## config.mk

```make
export PLATFORM = sky130hd
export DESIGN_NAME = sd_clock_gen_v2
export DESIGN_NICKNAME = d
export VERILOG_FILES = /design/src/rtl/sd_clock_gen_v2.sv
export SDC_FILE = /design/constraint.sdc
export NUM_CORES = 1
export LEC_CHECK = 0
export ABC_AREA = 1
export CAP_MARGIN = 25
export CORE_ASPECT_RATIO = 1.2
export CORE_MARGIN = 4
export CORE_UTILIZATION = 40
export DETAILED_ROUTE_END_ITERATION = 6
export GPL_ROUTABILITY_DRIVEN = 0
export SLEW_MARGIN = 40
export SYNTH_ARGS = -nofsm -noshare
export SYNTH_HDL_FRONTEND = slang
export SYNTH_SLANG_ARGS = --single-unit
```

## constraint.sdc

```tcl
create_clock -name AXI_CLOCK -period 1.9 [get_ports AXI_CLOCK]
set_input_delay 0.285 -clock AXI_CLOCK [delete_from_list [all_inputs] [get_ports AXI_CLOCK]]
set_output_delay 0.285 -clock AXI_CLOCK [all_outputs]
set_load 0.03 [all_outputs]
```

## src/rtl/sd_clock_gen_v2.sv

```systemverilog
// sd_clock_gen_v2: SD/eMMC card-clock generator (f_axi/(2(N+1))) with stabilisation,
// glitch-free start/stop, live divisor change, quadrature clock and edge strobes.
module sd_clock_gen_v2 #(
  parameter int DIV_W         = 10,
  parameter int STABLE_CYCLES = 16
) (
  input  logic             AXI_CLOCK,
  input  logic             AXI_RST,
  input  logic             int_clk_en,
  input  logic             sd_clk_en,
  input  logic [DIV_W-1:0] divisor,
  input  logic             div_update,
  output logic             sd_clk,
  output logic             sd_clk90,
  output logic             sd_clk_rise,
  output logic             sd_clk_fall,
  output logic             internal_clk_stable,
  output logic             clk_running,
  output logic [DIV_W-1:0] div_active
);
  localparam int SW = $clog2(STABLE_CYCLES + 1);
  typedef enum logic [2:0] {OFF, STARTUP, STOPPED, RUNNING, STOPPING} state_t;
  state_t state_q, state_d;
  logic [SW-1:0] stab_q, stab_d;
  logic [DIV_W-1:0] cnt_q, cnt_d, div_q, div_d, shadow_q, shadow_d;
  logic pend_q, pend_d, clk_q, clk_d, rise_q, fall_q, q90_q, q90_d, neg_q;
  logic tog, run_nxt, apply;
  always_ff @(posedge AXI_CLOCK or posedge AXI_RST)
    if (AXI_RST) state_q <= OFF;
    else state_q <= state_d;
  always_comb begin
    state_d = state_q;
    case (state_q)
      OFF:      state_d = STARTUP;
      STARTUP:  if (stab_q == SW'(STABLE_CYCLES - 1)) state_d = STOPPED;
      STOPPED:  if (sd_clk_en) state_d = RUNNING;
      RUNNING:  if (!sd_clk_en) state_d = (clk_q && !tog) ? STOPPING : STOPPED;
      STOPPING: if (tog) state_d = STOPPED;
      default:  state_d = OFF;
    endcase
    if (!int_clk_en) state_d = OFF;
  end
  always_comb begin
    clk_running         = state_q == RUNNING || state_q == STOPPING;
    internal_clk_stable = clk_running || state_q == STOPPED;
  end
  assign tog     = clk_running && cnt_q == div_q;
  assign run_nxt = state_d == RUNNING || state_d == STOPPING;
  assign apply   = tog && clk_q && pend_q;
  // A toggle into a stopped state is only allowed when it drives sd_clk low.
  always_comb begin
    stab_d   = state_q == STARTUP ? stab_q + 1'b1 : '0;
    cnt_d    = (clk_running && run_nxt && !tog) ? cnt_q + 1'b1 : '0;
    clk_d    = clk_running && state_d != OFF && (tog ? !clk_q && run_nxt : clk_q);
    q90_d    = (!clk_running || state_d == OFF) ? 1'b0 : (cnt_q == div_q >> 1) ? clk_q : q90_q;
    shadow_d = clk_running && div_update ? divisor : shadow_q;
    div_d    = !clk_running && div_update ? divisor :
               ((!clk_running || apply) && pend_q) ? shadow_q : div_q;
    pend_d   = clk_running && div_update ? 1'b1 : (!clk_running || apply) ? 1'b0 : pend_q;
  end
  always_ff @(posedge AXI_CLOCK or posedge AXI_RST)
    if (AXI_RST) begin
      stab_q   <= '0;
      cnt_q    <= '0;
      div_q    <= '0;
      shadow_q <= '0;
      pend_q   <= 1'b0;
      clk_q    <= 1'b0;
      rise_q   <= 1'b0;
      fall_q   <= 1'b0;
      q90_q    <= 1'b0;
    end else begin
      stab_q   <= stab_d;
      cnt_q    <= cnt_d;
      div_q    <= div_d;
      shadow_q <= shadow_d;
      pend_q   <= pend_d;
      clk_q    <= clk_d;
      rise_q   <= clk_d & ~clk_q;
      fall_q   <= ~clk_d & clk_q;
      q90_q    <= q90_d;
    end
  // Half-cycle lagged copy serves as the quadrature clock when N=0.
  always_ff @(negedge AXI_CLOCK or posedge AXI_RST)
    if (AXI_RST) neg_q <= 1'b0;
    else neg_q <= clk_q;
  assign sd_clk      = clk_q;
  assign sd_clk90    = div_q == '0 ? neg_q : q90_q;
  assign sd_clk_rise = rise_q;
  assign sd_clk_fall = fall_q;
  assign div_active  = div_q;
endmodule
```

==> results_dict.tcl <==
set metrics [dict create \
    area_delta_synth_final_pct 40.5 \
    worst_pin_slew_ns 0.542 \
    syn_nets 312 \
    via_count 2069 \
    pre_cts_ws_ns 0.0226 \
    cp_num_buf_inv 1 \
    slowest_delay_ns 0.39 \
    cts_tree "built" \
    grt_pass1_vias 1806 \
    finalNonFillerCells 438 \
    hpwl_mm 3.74 \
    synth_area_sq_mm 0.00233 \
    synth_top_flop_cell "dfrtp_1" \
    finalHoldViolCount 0 \
    synth.avg_cell_area_sq_um 7.92 \
    yosysSeqAreaShare 0.473 \
    synth_seq_cells 44 \
    post_drt_via_cell_ratio 4.72 \
    status "complete, but fails checks" \
    path_clk_slew_ns 0.08 \
    crit_required_ns 1.62 \
    drc 0 \
    layout_commonest_cell "nand2_1" \
    grt_overflow_total 0 \
    routed_wl_mm 5.58 \
    grt_max_degree 44 \
    tns_ns -0.277 \
    drtIter0Drc 113 \
    start_util 0.411 \
    postRouteAntennaNets 0 \
    timing.final.ws_setup_ns -0.277 \
    setup_violations 1 \
    nets 376 \
    ios 31 \
    critPathSlowestCell "dfrtn_1" \
    dr.pass1.iters 4 \
    worstSetupEndpointType "primary output" \
    failed_checks "negative setup slack" \
    synth_area_leaders "dfrtp_1 46%, nand2_1 11%, inv_1 7.3%" \
    layout_common_cells "46 x nand2_1, 42 x inv_1, 42 x dfrtp_1" \
    worstPathArrival_ns 1.89 \
    max-vdd-ir-drop_mv 0.321 \
    design.core.area_sq_mm 0.00567 \
    clockBufferDepth 2 \
    clock-sinks 44 \
    final_core_util 0.578 \
    finalPower_mw 1.99 \
    ys_types 29 \
    cts-root-buf "clkbuf_8" \
    leakage_nw 1.50 \
    rows 30 \
    final_cell_area_sq_mm 0.00327 \
    p_per_area_mw_per_mm2 609 \
    cp_top_family "flip-flops" \
    worstPathCellList "nand2_1 > o21ai_2 > buf_6" \
    hold_path_class "flop to flop" \
    dieArea_sq_mm 0.00711 \
    yosys_warnings 0 \
    die_w_um 77.7 \
    numCtsBuffers 5 \
    portBuffers 30 \
    antenna_found_initial 0 \
    clock_latency_ns 0.30 \
    cap_viol_max_count 0 \
    synth_top_area_cell "dfrtp_1" \
    layout-drive-gt1-share 0.313 \
    fp.dieH_um 91.6 \
    critPathLaunchType "flop" \
    placedInstanceArea_sq_mm 0.00287 \
    critical_path.max_fanout 1 \
    clock_skew_ns 0.00776 \
    rsz0062_at_grt "true" \
    synthArstFlopShare 1.00 \
    grt_pass1_wl_mm 8.56 \
    hold_ws_ns 0.470 \
    max_slew_margin 0.639 \
    critical_path_class "flop to primary output" \
    holdBufCountCts 0 \
    wire_per_inst_um 12.7 \
    dpl.cell_count 418 \
    synth_top_area_frac 0.462 \
    grt_usage 0.151 \
    antenna_cells 0 \
    slew_violations 0 \
    synth_edf_count 0 \
    htreeDepth 2 \
    synth_cells 294 \
]
## cell families (layout without fill, tap and decap cells)
logic type / after synthesis / count (layout) / share of synthesized area
flip-flops: 44 / 44 / 0.473
adder cells (fa/ha/maj): 3 / 3 / 0.0161
XOR/XNOR: 10 / 10 / 0.0376
AND/OR/NAND/NOR: 123 / 124 / 0.251
buffers and inverters: 59 / 122 / 0.0972
AO/OA/AOI/OAI: 55 / 55 / 0.126
## synth_stat cells (2+ instances only)
cell      count
clkbuf_1      4
o21ai_1      12
nand4_1       6
inv_2         8
nor4_1        3
nor3_1        4
a21oi_1       6
inv_1        45
ha_1          3
nor2_2       11
nand3_2       3
xnor2_1       2
dfrtp_1      43
o22ai_1       5
nor2_1       12
o21ai_0      29
nand3_1       5
nand2_1      70
xor2_1        8
nand2_2       6
## path summary, 6_finish.rpt
| check | depth (start not counted) | startpoint | end | slack (ns) |
|---|---|---|---|---|
| min in group asynchronous | 3 | AXI_RST | sd_clk_rise | 0.55 |
| setup / recovery | 3 | neg_q | sd_clk90 | -0.28 |
| hold reg to reg | 1 | stab_q[0] | stab_q[0] | 0.47 |
| hold / removal | 1 | stab_q[0] | stab_q[0] | 0.47 |
| max in group asynchronous | 2 | AXI_RST | neg_q | 0.71 |
| setup reg to reg | 13 | div_active[9] | div_active[4] | 0 |
## worst register-to-register path: cells and delay by family, from the launching register on
kind	cells	cell delay, ns
simple gates	9	0.79
compound gates	2	0.33
flops	1	0.42
buf+inv	2	0.30
## layer usage
| layer | vias to the layer above | GRT usage | part of all wire |
|---|---|---|---|
| met4 | 0 | 0.0564 | 0.026 |
| met2 | 39 | 0.240 | 0.50 |
| li1 | 1059 | - | - |
| met1 | 958 | 0.203 | 0.44 |
| met5 | - | 0 | 0 |
| met3 | 13 | 0.0308 | 0.033 |
## state kept, by name, indices dropped and copies added (netlist names)
name	flops
sd_clk_fall	1
cnt_q	10
pend_q	1
sd_clk	1
div_active	10
sd_clk_rise	1
shadow_q	10
state_q	3
q90_q	1
stab_q	5
neg_q	1
## timing repair
| action | in CTS | in global routing |
|---|---|---|
| pin swaps | 1 | 15 |
| cloned | 0 | 4 |
| setup endpoints to repair | 3 | 35 |
| setup buffers | 0 | 9 |
| gates resized for setup | 3 | 57 |
## cell type report
class,instances,area (sq um)
tap,80,100
sequential,44,1100
multi-input combinational,192,1190
fill,522,2390
inverter,53,203
clock buffer,6,72.6
clock inverter,1,5.00
timing repair buffer,62,606
## power by group
group          leakage (nW)  switching [mW]  internal [mW]  total, mW
Combinational         0.859           0.237          0.196      0.433
Clock                0.0410           0.306          0.250      0.557
Sequential            0.596          0.0311          0.973       1.00
Power figures use the tool's default switching activity.
